**config.mk**
```make
export PLATFORM = sky130hd
export DESIGN_NAME = pipe_ctrl
export DESIGN_NICKNAME = d
export VERILOG_FILES = /design/src/rtl/pipe_ctrl.sv
export SDC_FILE = /design/constraint.sdc
export NUM_CORES = 1
export LEC_CHECK = 0
export CORE_AREA = 5 5 74 76
export DETAILED_ROUTE_END_ITERATION = 8
export DIE_AREA = 0 0 79 81
export SKIP_CTS_REPAIR_TIMING = 1
export SLEW_MARGIN = 20
export SYNTH_ARGS = -nofsm -noshare
export SYNTH_HDL_FRONTEND = slang
export SYNTH_SLANG_ARGS = --single-unit
```
**constraint.sdc**
```tcl
create_clock -name clk -period 2.8 [get_ports clk]
set_input_delay 0.56 -clock clk [delete_from_list [all_inputs] [get_ports clk]]
set_output_delay 0.56 -clock clk [all_outputs]
set_load 0.01 [all_outputs]
```
**src/rtl/pipe_ctrl.sv**
```systemverilog
// Pipeline hazard/stall controller: load-use bubbles, branch flushes, multi-cycle
// divide stalls, and interrupt entry. All outputs except state/counters are combinational.
module pipe_ctrl #(
    parameter int DIV_CYCLES = 32,
    parameter int CNT_BITS   = 16
) (
    input  logic                clk,
    input  logic                rst_n,
    input  logic [4:0]          id_rs,
    input  logic [4:0]          id_rt,
    input  logic                id_use_rs,
    input  logic                id_use_rt,
    input  logic                ex_ld,
    input  logic [4:0]          ex_write,
    input  logic                ex_div,
    input  logic                ex_branch_taken,
    input  logic                irq_req,
    output logic                pc_en,
    output logic                if_id_en,
    output logic                id_ex_en,
    output logic                ex_mem_en,
    output logic                mem_wb_en,
    output logic                if_id_zero,
    output logic                id_ex_zero,
    output logic                ex_mem_zero,
    output logic                mem_wb_zero,
    output logic                pc_sel_exc,
    output logic                irq_ack,
    output logic                div_busy,
    output logic [CNT_BITS-1:0] stall_cnt
);

    typedef enum logic [1:0] {RUN, DIV_WAIT, IRQ_ENTER} state_t;

    localparam logic [5:0] DIV_LOAD = 6'(DIV_CYCLES - 1);

    state_t     state, state_next;
    logic [5:0] div_cnt, div_cnt_next;
    logic       load_use;

    assign load_use = ex_ld && (ex_write != 5'd0) &&
                      ((id_use_rs && (id_rs == ex_write)) ||
                       (id_use_rt && (id_rt == ex_write)));

    // NOTE: every output gets a default first so no path through the case can infer a latch.
    always_comb begin
        pc_en        = 1'b1;
        if_id_en     = 1'b1;
        id_ex_en     = 1'b1;
        ex_mem_en    = 1'b1;
        mem_wb_en    = 1'b1;
        if_id_zero   = 1'b0;
        id_ex_zero   = 1'b0;
        ex_mem_zero  = 1'b0;
        mem_wb_zero  = 1'b0;
        pc_sel_exc   = 1'b0;
        irq_ack      = 1'b0;
        div_busy     = 1'b0;
        state_next   = state;
        div_cnt_next = div_cnt;

        if (!rst_n) begin
            {pc_en, if_id_en, id_ex_en, ex_mem_en, mem_wb_en} = 5'b00000;
            {if_id_zero, id_ex_zero, ex_mem_zero, mem_wb_zero} = 4'b1111;
            state_next   = RUN;
            div_cnt_next = 6'd0;
        end else begin
            unique case (state)
                RUN: begin
                    if (irq_req) begin
                        pc_en      = 1'b0;
                        if_id_en   = 1'b0;
                        state_next = IRQ_ENTER;
                    end else if (ex_div) begin
                        pc_en        = 1'b0;
                        if_id_en     = 1'b0;
                        id_ex_en     = 1'b0;
                        ex_mem_zero  = 1'b1;
                        state_next   = DIV_WAIT;
                        div_cnt_next = DIV_LOAD;
                    end else if (ex_branch_taken) begin
                        if_id_zero = 1'b1;
                        id_ex_zero = 1'b1;
                    end else if (load_use) begin
                        pc_en      = 1'b0;
                        if_id_en   = 1'b0;
                        id_ex_zero = 1'b1;
                    end
                end
                DIV_WAIT: begin
                    // Counter zero is the release cycle: the divide leaves EX and fetch resumes.
                    if (div_cnt != 6'd0) begin
                        pc_en        = 1'b0;
                        if_id_en     = 1'b0;
                        id_ex_en     = 1'b0;
                        ex_mem_zero  = 1'b1;
                        div_busy     = 1'b1;
                        div_cnt_next = div_cnt - 6'd1;
                    end else begin
                        state_next = RUN;
                    end
                end
                IRQ_ENTER: begin
                    if_id_zero  = 1'b1;
                    id_ex_zero  = 1'b1;
                    ex_mem_zero = 1'b1;
                    pc_sel_exc  = 1'b1;
                    irq_ack     = 1'b1;
                    state_next  = RUN;
                end
                default: state_next = RUN;
            endcase
        end
    end

    // NOTE: sequential state uses non-blocking assignments so all registers update together.
    always_ff @(posedge clk) begin
        if (!rst_n) begin
            state     <= RUN;
            div_cnt   <= 6'd0;
            stall_cnt <= '0;
        end else begin
            state   <= state_next;
            div_cnt <= div_cnt_next;
            if (!pc_en) stall_cnt <= stall_cnt + CNT_BITS'(1);
        end
    end

endmodule

```
# Yosys cells after proc, flatten, opt, wreduce, memory -nomap -nowiden
# Index checks and enable logic that the tools add are counted.
[op_classes]
addsub = 2
n_eq_ne = 9
n_mux = 41
reduce_logical = 11
[op_table]
columns = ["op", "n"]
rows = [
  ["$mux 1", 28],
  ["$mux 6", 3],
  ["$add 16x1->16 const B", 1],
  ["$pmux 6 s2", 1],
  ["$eq 5x5->1", 2],
  ["$ne 2x2->1 const B", 4],
  ["$pmux 1 s2", 4],
  ["$mux 2", 3],
  ["$reduce_bool 6->1", 1],
  ["$sub 6x1->6 const B", 1],
  ["$reduce_bool 5->1", 1],
  ["$logic_and 1x1->1", 4],
  ["$pmux 2 s2", 1],
  ["$reduce_and 4->1", 1],
  ["$ne 3x3->1 const B", 1],
  ["$pmux 1 s3", 1],
  ["$eq 2x1->1 const B", 1],
  ["$eq 2x2->1 const B", 1],
  ["$logic_not 2->1", 1],
  ["$reduce_and 2->1", 1],
  ["$reduce_bool 2->1", 1],
  ["$logic_or 1x1->1", 1],
]
[word_totals]
reg_bits = 24
in_bits = 23
output_inout_bits = 28
word_cells = 66

# Depth between registers and ports, before layout
# Gate-level depths: netlist of the first run.
[logic_depth]
depth_word = 10
ltp_mapped = 9
depth_no_buf = 7

# Least setup slack after synthesis of the first run
# Ideal clock, no wire load.
[synth_timing]
path_kind = "input port to output port"
startpoint = "input ex_write[1]"
endpoint = "output pc_en"
arrival_ns = 2.083
slack_ns = 0.157
path_stages = 8
cell_sequence = "or4_1 -> o21ai_1 -> or3_1 -> o22a_2 -> buf_6 -> buf_2 -> and2_1 -> buf_4"
[synth_between]
elab_chain_cells = 10
word_cells_on_any_way = 14
cone_classes = "2 x eq/ne; 6 x mux; 6 x reduce/logical"
[synth_lines]
columns = ["item", "line_no", "rtl"]
rows = [
  ["start, declared", "14", "input logic [4:0] ex_write,"],
  ["$eq 5x5->1, on equally long branches", "42, 43", ""],
  ["$logic_and 1x1->1, on equally long branches", "42, 43", ""],
  ["$logic_or 1x1->1", "42", "((id_use_rs && (id_rs == ex_write)) ||"],
  ["$logic_and 1x1->1 *", "41", "assign load_use = ex_ld && (ex_write != 5'd0) &&"],
  ["$mux 1 * (4 in a row)", "n/a", ""],
  ["$pmux 1 s2 *", "n/a", ""],
  ["$mux 1 *", "n/a", ""],
  ["end, declared", "18", "output logic pc_en,"],
]
# Mark *: on every way between the ends. The rest lies on a longest branch, timed or not.

# Worst setup path after layout of the first run
[layout_timing]
startpoint = "input id_rs[3]"
endpoint = "output if_id_en"
[layout_between]
elab_chain_cells = 10
[layout_lines]
columns = ["item", "line_no", "rtl"]
rows = [
  ["start, declared", "9", "input logic [4:0] id_rs,"],
  ["$eq 5x5->1", "42", ""],
  ["$logic_and 1x1->1", "42", ""],
  ["$logic_or 1x1->1", "42", ""],
  ["$logic_and 1x1->1", "41", ""],
  ["$mux 1", "84", "end else if (load_use) begin"],
  ["$mux 1", "81", "end else if (ex_branch_taken) begin"],
  ["$mux 1", "74", "end else if (ex_div) begin"],
  ["$mux 1", "70", "if (irq_req) begin"],
  ["$pmux 1 s2", "68", "unique case (state)"],
  ["$mux 1", "62", "if (!rst_n) begin"],
  ["end, declared", "19", "output logic if_id_en,"],
]
# Every way passes these cells.

==> summary.txt, run 1 <==
Timing
  • RSZ-0062 raised after global routing: no
  • Worst-Margin Slew: 0.484 ns
  • Min Hold Slack: 0.486 ns
  • Clk_skew: 0.0106 ns
  • Relative slew slack: 67.3%
  • Fmax: 377 MHz
  • Final setup vio count: 0
  • Fin crit share: 94.7%
  • Final Max Tran Viols: 0
  • Crit path time final: 2.65 ns
  • Final hold vios: 0

Global route
  • Number of global-route vias before repair: 1,278
  • Global route overflow: 0
  • Initial antenna violation count: 0
  • Largest net degree at the start of global routing: 31
  • First-pass GRT wire length: 5690 um
  • Total track usage: 11.0%

Final layout
  • Layout cells sized above 1: 10.8%
  • Fin area: 2070 um^2
  • Register area: 480 um^2
  • Fillers: 476
  • Final Util: 44.4%
  • Most frequent cells in the layout: clkdlybuf4s50_1 (43), dfxtp_1 (24), a21oi_1 (18), buf_4 (13)
  • Area of the multi-input gates: 821 um^2
  • P&R area growth vs syn: 51.1%
  • N_diodes: 0
  • Commonest non-fill, non-tap cell in the layout: clkdlybuf4s50_1
  • Nets: 250

Yosys
  • Post-Synthesis Cells: 167
  • Largest area contributor in the netlist: dfxtp_1
  • Synth Area per Inst: 8.20 um^2
  • Synth unique cells: 39
  • Mapped Area: 1370 um^2
  • Main synth FF type: dfxtp_1
  • Synth warn: 0
  • Synthesized flop and latch total: 24
  • Synth top area share: 35.1%
  • Post-Syn Nets: 193
  • Dominant cells by area after synthesis: dfxtp_1 (35%), xor2_1 (7.0%), a21oi_1 (6.6%), or4_1 (5.5%), o31ai_1 (4.9%)
  • Post-synth EDFFs: 0
  • Ys async rst share: 0%
  • Post-synthesis sequential area ratio: 35.1%

Die
  • Row cnt: 25
  • Core region area: 4660 um^2
  • IO Count: 51
  • Chip width: 79 um
  • Die ar.: 6400 um^2
  • Die H: 81 um
  • Initial Utilization: 29.4%

Setup path
  • Worst Path Max Fanout: 2
  • Critical path required time: 2.24 ns
  • CP Data Arrival Time: 2.09 ns
  • Cell Chain, Critical Path: clkdlybuf4s50_1, xor2_1, nor4_1, a32oi_1, o22a_2, and2_4, dlymetal6s2s_1
  • WS Path Type: in -> out
  • CP peak stage delay: 0.41 ns
  • CP max stage cell: clkdlybuf4s50_1
  • R2r worst-path depth: 9
  • RR Endpoint: stall_cnt[11]
  • Worst reg2reg startpoint: div_cnt[0]
  • R2R Setup Slk: 0.27 ns
  • Crit path max-delay family: buffers and inverters
  • CP Buf/Inv Count: 2
  • Startpoint types: input pin
  • Critical Path End Type: primary output

CTS
  • Worst-skew pair later-pin latency: 0.27 ns
  • TritonCTS clock tree: yes
  • CTS buffer count: 3
  • Clock root buffer: clkbuf_8
  • CTS Buffer Depth: 2
  • H-tree levels: 1
  • CTS sink count: 24
  • Worst-path clk slew: 0.09 ns

Detailed routing
  • Vias/cell: 5.05
  • DR vias: 1,398
  • DRT antenna net count: 0
  • First-pass DRT Iterations: 4
  • DR WL/cell: 12.6 um
  • Remaining DRCs: 0
  • Drt total wl: 3490 um
  • Drt first-iter violations: 88

Pwr
  • Peak supply drop: 0.000249 V
  • Overall power: 0.898 mW
  • PD cells: 434 nW/um^2
  • Lkg Pwr: 0.794 nW

Worst hold path
  • Hold Crit Endpoint: stall_cnt[15]
  • Worst hold start: stall_cnt[15]
  • Hold depth: 2
  • Hold crit path type: reg -> reg

Outcome
  • Outcome: finished clean

Placement
  • Placed standard-cell area: 1960 um^2
  • # port buffers: 50
  • HPWL after DPL: 2650 um
  • Gp weighted congestion: 0.800

Flow run
  • Total of max-cap violations: 0
-- area by class of cell --
type / count / area share (%)
Multi-Input combinational cell: 126 / 39.6
Timing Repair Buffer: 63 / 29.4
Sequential cell: 24 / 23.2
Tap cell: 54 / 3.26
Clock buffer: 3 / 1.99
Clock inverter: 1 / 1.45
Inverter: 6 / 1.09
-- worst max path at each step --
stage                 from        to  slack [ns]  cells after the start
3_5_place_dp   ex_write[3]  if_id_en       -0.43                      7
5_1_grt           id_rs[3]  if_id_en        0.02                      7
4_1_cts        ex_write[3]  if_id_en       -0.44                      7
3_3_place_gp   ex_write[1]  if_id_en       -0.41                      7
6_report          id_rs[3]  if_id_en        0.15                      7
2_1_floorplan  ex_write[1]     pc_en        0.16                      8
-- synthesized netlist by cell type, types with 2 or more instances --
library cell and count:
dfxtp_1 24, nand2_1 9, ha_1 3, o31ai_1 9
o21ai_0 7, nor3_1 2, buf_4 4, a21oi_1 18
nor2_1 11, or4_1 10, nand3_1 8, clkbuf_1 4
inv_1 6, and3_1 6, xor2_1 11, xnor2_1 4
or3_1 6, o21a_1 2, nor4_1 3
-- power by group --
group	total [mW]	switching (mW)	internal (mW)
Clock	0.307	0.116	0.191
Sequential	0.380	0.0210	0.359
Combinational	0.211	0.0963	0.115
Total	0.898	0.233	0.665
-- cell families (layout without fill, tap and decap cells) --
logic type	count (synthesis)	in the layout	share of synthesized area, %
AND/OR/NAND/NOR	63	63	25.7
multiplexers	1	1	0.731
buffers and inverters	17	73	6.39
adder cells (fa/ha/maj)	3	3	2.74
XOR/XNOR	15	15	9.59
flip-flops	24	24	35.1
AO/OA/AOI/OAI	44	44	19.8
-- through the flow --
stage	TNS, ns	setup slack (ns)	instances
2_1_floorplan	0	0.157	167
6_report	0	0.148	277
3_3_place_gp	-1.56	-0.414	272
3_5_place_dp	-1.94	-0.429	272
4_1_cts	-1.14	-0.440	276
5_1_grt	0	0.0207	277
-- tightest hold or removal path, delay by kind of cell, from the launching register on --
kind           cells  cell delay [ns]
AO/OA/AOI/OAI      2             0.11
flip-flops         1             0.33
-- state kept, by name, indices dropped and copies added (netlist names) --
name	cells
div_cnt	6
stall_cnt	16
state	2
-- routing by layer --
metal	up-vias	wire (um)	global-route usage [%]
li1	723	-	-
met1	641	1640	13.7
met2	30	1630	18.2
met3	4	207	4.10
met4	0	21	2.06
met5	-	0	0
Power figures use the tool's default switching activity.
==> run 2: changes to the inputs <==
Settings changed: TNS_END_PERCENT from default to 1.
==> run 2 against run 1 <==
Sequential share of layout area is 0.27 points higher. Sequential power hardly changed. Critical endpoint unchanged. Via count hardly changed. Global-route usage stayed put. The flow now finishes with violations (negative setup slack).
==> summary.txt, run 2 (synthesis gave the netlist of run 1 again) <==
Outcome
  • Outcome: finished with violations
  • Failing checks: negative setup slack

Pwr
  • Lkg Pwr: 0.739 nW
  • Overall power: 0.893 mW
  • Peak supply drop: 0.000249 V
  • PD cells: 436 nW/um^2

Setup path
  • Startpoint types: input pin
  • Critical Path End Type: primary output
  • Cell Chain, Critical Path: clkdlybuf4s50_1, buf_4, xor2_1, nor4_1, a32oi_1, buf_4, o22a_2, and2_1, clkbuf_2
  • Crit path top cell by count: buf_4
  • Critical path required time: 2.24 ns
  • WS Path Type: in -> out
  • CP peak stage delay: 0.41 ns
  • Worst Path Max Fanout: 2
  • CP Buf/Inv Count: 4
  • CP max stage cell: clkdlybuf4s50_1
  • Crit path max-delay family: buffers and inverters
  • CP Data Arrival Time: 2.34 ns

Final layout
  • P&R area growth vs syn: 49.4%
  • Final Util: 43.9%
  • Max reg flops: 16
  • Layout cells sized above 1: 10.3%
  • Area of the multi-input gates: 815 um^2
  • Commonest non-fill, non-tap cell in the layout: clkdlybuf4s50_1
  • Biggest regs: stall_cnt: 16 flops, div_cnt: 6 flops, state: 2 flops
  • Fillers: 473
  • Most frequent cells in the layout: clkdlybuf4s50_1 (47), dfxtp_1 (24), a21oi_1 (18), buf_4 (13)
  • Register with the most flip-flops: stall_cnt
  • N_diodes: 0
  • Nets: 250
  • Register area: 480 um^2

CTS
  • CTS buffer count: 3
  • Clock root buffer: clkbuf_8
  • H-tree levels: 1
  • Worst-skew pair later-pin latency: 0.27 ns
  • CTS sink count: 24
  • Worst-path clk slew: 0.09 ns
  • CTS Buffer Depth: 2
  • TritonCTS clock tree: yes

Global route
  • Largest net degree at the start of global routing: 31
  • Total track usage: 11.0%
  • First-pass GRT wire length: 5690 um
  • Global route overflow: 0
  • Initial antenna violation count: 0
  • Number of global-route vias before repair: 1,278

Timing
  • Final setup vio count: 2
  • Fmax: 345 MHz
  • RSZ-0062 raised after global routing: yes
  • Final hold vios: 0
  • Clk_skew: 0.0104 ns
  • Crit path time final: 2.90 ns
  • Final Max Tran Viols: 0
  • Worst-Margin Slew: 0.484 ns
  • Fin crit share: 104%
  • Final setup margin: -0.101 ns
  • Min Hold Slack: 0.486 ns
  • Relative slew slack: 67.3%

Die
  • Die H: 81 um
  • Row cnt: 25
  • Chip width: 79 um
  • IO Count: 51
  • Core region area: 4660 um^2
  • Initial Utilization: 29.4%
  • Die ar.: 6400 um^2

Placement
  • Gp weighted congestion: 0.800
  • Placement Setup Slack: -0.429 ns
  • HPWL after DPL: 2650 um
  • # port buffers: 50

Worst hold path
  • Hold crit path type: reg -> reg

Detailed routing
  • Drt first-iter violations: 75
  • First-pass DRT Iterations: 4
  • Drt total wl: 3470 um
  • DR vias: 1,397
  • Remaining DRCs: 0
  • Vias/cell: 5.04
  • DRT antenna net count: 0
  • DR WL/cell: 12.5 um

Flow run
  • Total of max-cap violations: 0
run 2: cell count changes in the layout (fill, tap and decap cells not counted):
cell	previous run	this run
and2_1	0	1
and2_4	1	0
buf_2	1	0
o21ai_2	1	0
clkbuf_2	0	2
clkdlybuf4s50_1	43	47
o21ai_1	1	2
dlymetal6s2s_1	6	1
run 2: layout make-up:
class                      instances  area share, %
sequential                        24           23.5
multi-input combinational        126           39.8
timing repair buffer              63           28.9
clock inverter                     1           1.47
inverter                           6           1.10
clock buffer                       3           2.02
tap                               54           3.30
run 2: per-stage QoR:
step,area (um^2),std cells,setup TNS [ns]
final,2050,277,-0.197
after global routing,2050,277,-0.886
after CTS,2030,276,-1.14
after detailed placement,1960,272,-1.94
after global placement,1960,272,-1.56
after floorplan,1370,167,0
run 2: tightest hold or removal path, delay by kind of cell (launching register included):
family / cells / cell delay [ns]
flip-flops: 1 / 0.33
AO/OA/AOI/OAI: 2 / 0.11
run 2: final timing paths:
kind	start	end	slack (ns)	cells after the start
worst min-delay path	stall_cnt[15]	stall_cnt[15]	0.49	2
worst max-delay path	ex_write[1]	if_id_en	-0.10	9
worst min register to register	stall_cnt[15]	stall_cnt[15]	0.49	2
worst max register to register	div_cnt[0]	stall_cnt[11]	0.41	8
run 2: where the power goes:
group	leakage (nW)	internal (mW)	switching, mW
registers	0.195	0.359	0.0210
clock network	0.0357	0.191	0.115
logic	0.508	0.112	0.0948
total	0.739	0.662	0.231
run 2: metal layers:
metal	vias up	track usage, %	share of wire, %
met5	-	0	0
met4	0	2.06	0.61
met3	4	4.10	5.9
met1	638	13.7	47
li1	725	-	-
met2	30	18.2	47
==> run 3: changes to the inputs <==
Clock period 2.8 ns to 3.8 ns, I/O delays scaled along.
==> run 3 against run 2 <==
Sequential cell count unchanged. Design area is 3.4% lower. Combinational power is 30% lower. Routed wire length down 0.23%. Hold slack got worse by 0.0043 ns. Largest power group unchanged. The flow now finishes without violations. Non-clock buffer count is 9 lower.
==> summary.txt, run 3 (synthesis gave the netlist of run 1 again) <==
Detailed routing
  • Vias/cell: 5.14
  • DR WL/cell: 12.9 um
  • Drt total wl: 3460 um
  • First-pass DRT Iterations: 4
  • DRT antenna net count: 0
  • DR vias: 1,377
  • Remaining DRCs: 0
  • Drt first-iter violations: 95

CTS
  • Worst-skew pair later-pin latency: 0.27 ns
  • CTS sink count: 24
  • CTS Buffer Depth: 2
  • CTS buffer count: 3
  • TritonCTS clock tree: yes
  • Clock root buffer: clkbuf_8
  • H-tree levels: 1
  • Worst-path clk slew: 0.09 ns

Worst hold path
  • Hold depth: 2
  • Worst hold start: stall_cnt[15]
  • Hold Crit Endpoint: stall_cnt[15]
  • Hold crit path type: reg -> reg

Final layout
  • Max reg flops: 16
  • Fillers: 472
  • Fin cells: 268
  • Most frequent cells in the layout: clkdlybuf4s50_1 (49), dfxtp_1 (24), a21oi_1 (18), nor2_1 (11), xor2_1 (11)
  • Layout cells sized above 1: 4.67%
  • Commonest non-fill, non-tap cell in the layout: clkdlybuf4s50_1
  • P&R area growth vs syn: 44.3%
  • Biggest regs: stall_cnt: 16 flops, div_cnt: 6 flops, state: 2 flops
  • Nets: 241
  • N_diodes: 0
  • Register with the most flip-flops: stall_cnt

Setup path
  • CP Data Arrival Time: 2.89 ns
  • CP peak stage delay: 0.56 ns
  • Critical path required time: 3.04 ns
  • CP max stage cell: clkdlybuf4s50_1
  • Critical Path End Type: primary output
  • Crit path top cell by count: clkdlybuf4s50_1
  • CP Buf/Inv Count: 2
  • WS Path Type: in -> out
  • Startpoint types: input pin
  • Cell Chain, Critical Path: clkdlybuf4s50_1, or4_1, o21ai_1, or3_1, o22a_2, and2_1, clkdlybuf4s50_1
  • Crit path max-delay family: buffers and inverters
  • R2r worst-path depth: 8
  • Worst reg2reg startpoint: div_cnt[0]
  • RR Endpoint: stall_cnt[11]
  • Worst Path Max Fanout: 3
  • R2R Setup Slk: 1.41 ns

Timing
  • Sum Neg Setup Slack: 0 ns
  • Relative slew slack: 65.4%
  • Fmax: 274 MHz
  • Worst-Margin Slew: 0.512 ns
  • Final setup margin: 0.146 ns
  • Final hold vios: 0
  • Final setup vio count: 0
  • Crit path time final: 3.65 ns
  • Final Max Tran Viols: 0
  • Clk_skew: 0.00619 ns
  • Fin crit share: 96.2%
  • RSZ-0062 raised after global routing: no

Placement
  • Gp weighted congestion: 0.787
  • Dpl cells: 264
  • HPWL after DPL: 2650 um
  • Placement Setup Slack: 0.127 ns
  • # port buffers: 50

Die
  • Chip width: 79 um
  • IO Count: 51
  • Row cnt: 25
  • Die H: 81 um
  • Core region area: 4660 um^2
  • Die ar.: 6400 um^2
  • Initial Utilization: 29.4%

Global route
  • Initial antenna violation count: 0
  • Global route overflow: 0
  • Largest net degree at the start of global routing: 31
  • First-pass GRT wire length: 5860 um
  • Number of global-route vias before repair: 1,267
  • Total track usage: 11.3%

Outcome
  • Outcome: finished clean

Pwr
  • PD cells: 327 nW/um^2
  • Lkg Pwr: 0.701 nW
  • Peak supply drop: 0.000151 V

Flow run
  • Total of max-cap violations: 0
==> run 3: tightest hold or removal path, cell delays in order (launching register included) <==
cell and delay (ns):
dfxtp_1 0.33, o31ai_1 0.06, a21oi_1 0.05
==> run 3: worst max path at each step <==
stage	startpoint	depth (start not counted)	endpoint	slack [ns]
2_1_floorplan	ex_write[1]	8	pc_en	0.76
3_3_place_gp	ex_write[2]	7	pc_en	0.12
3_5_place_dp	ex_write[2]	7	if_id_en	0.13
4_1_cts	ex_write[2]	7	if_id_en	0.11
5_1_grt	ex_write[2]	7	pc_en	0.004
6_report	ex_write[2]	7	pc_en	0.15
==> run 3: routing by layer <==
metal	part of all wire, %	wire (um)	vias up	track usage, %
li1	-	-	711	-
met1	45	1550	626	14.1
met2	49	1690	36	19.2
met3	5.8	200	4	3.55
met4	0.58	20	0	2.06
met5	0	0	-	0
==> run 3: stage by stage <==
stage	util [%]	area (um^2)	total power, mW	hold WS, ns
final	42.4	1980	0.647	0.481
after detailed placement	40.8	1900	0.432	0.476
after global placement	40.8	1900	0.431	0.466
after floorplan	-	1370	0.365	0.460
after global routing	42.4	1980	0.688	0.526
after CTS	42.4	1970	0.658	0.489
==> run 3: final cells by class <==
type	count	area, um^2	share of cell area, %
clock inverter	1	30.0	1.52
inverter	6	22.5	1.14
multi-input combinational	126	802	40.6
clock buffer	3	41.3	2.09
tap	54	67.6	3.42
sequential	24	480	24.3
timing repair buffer	54	533	27.0
==> run 3: where the power goes <==
part | switching [mW] | internal (mW)
Combinational | 0.0673 | 0.0776
Clock | 0.0818 | 0.141
Sequential | 0.0155 | 0.264
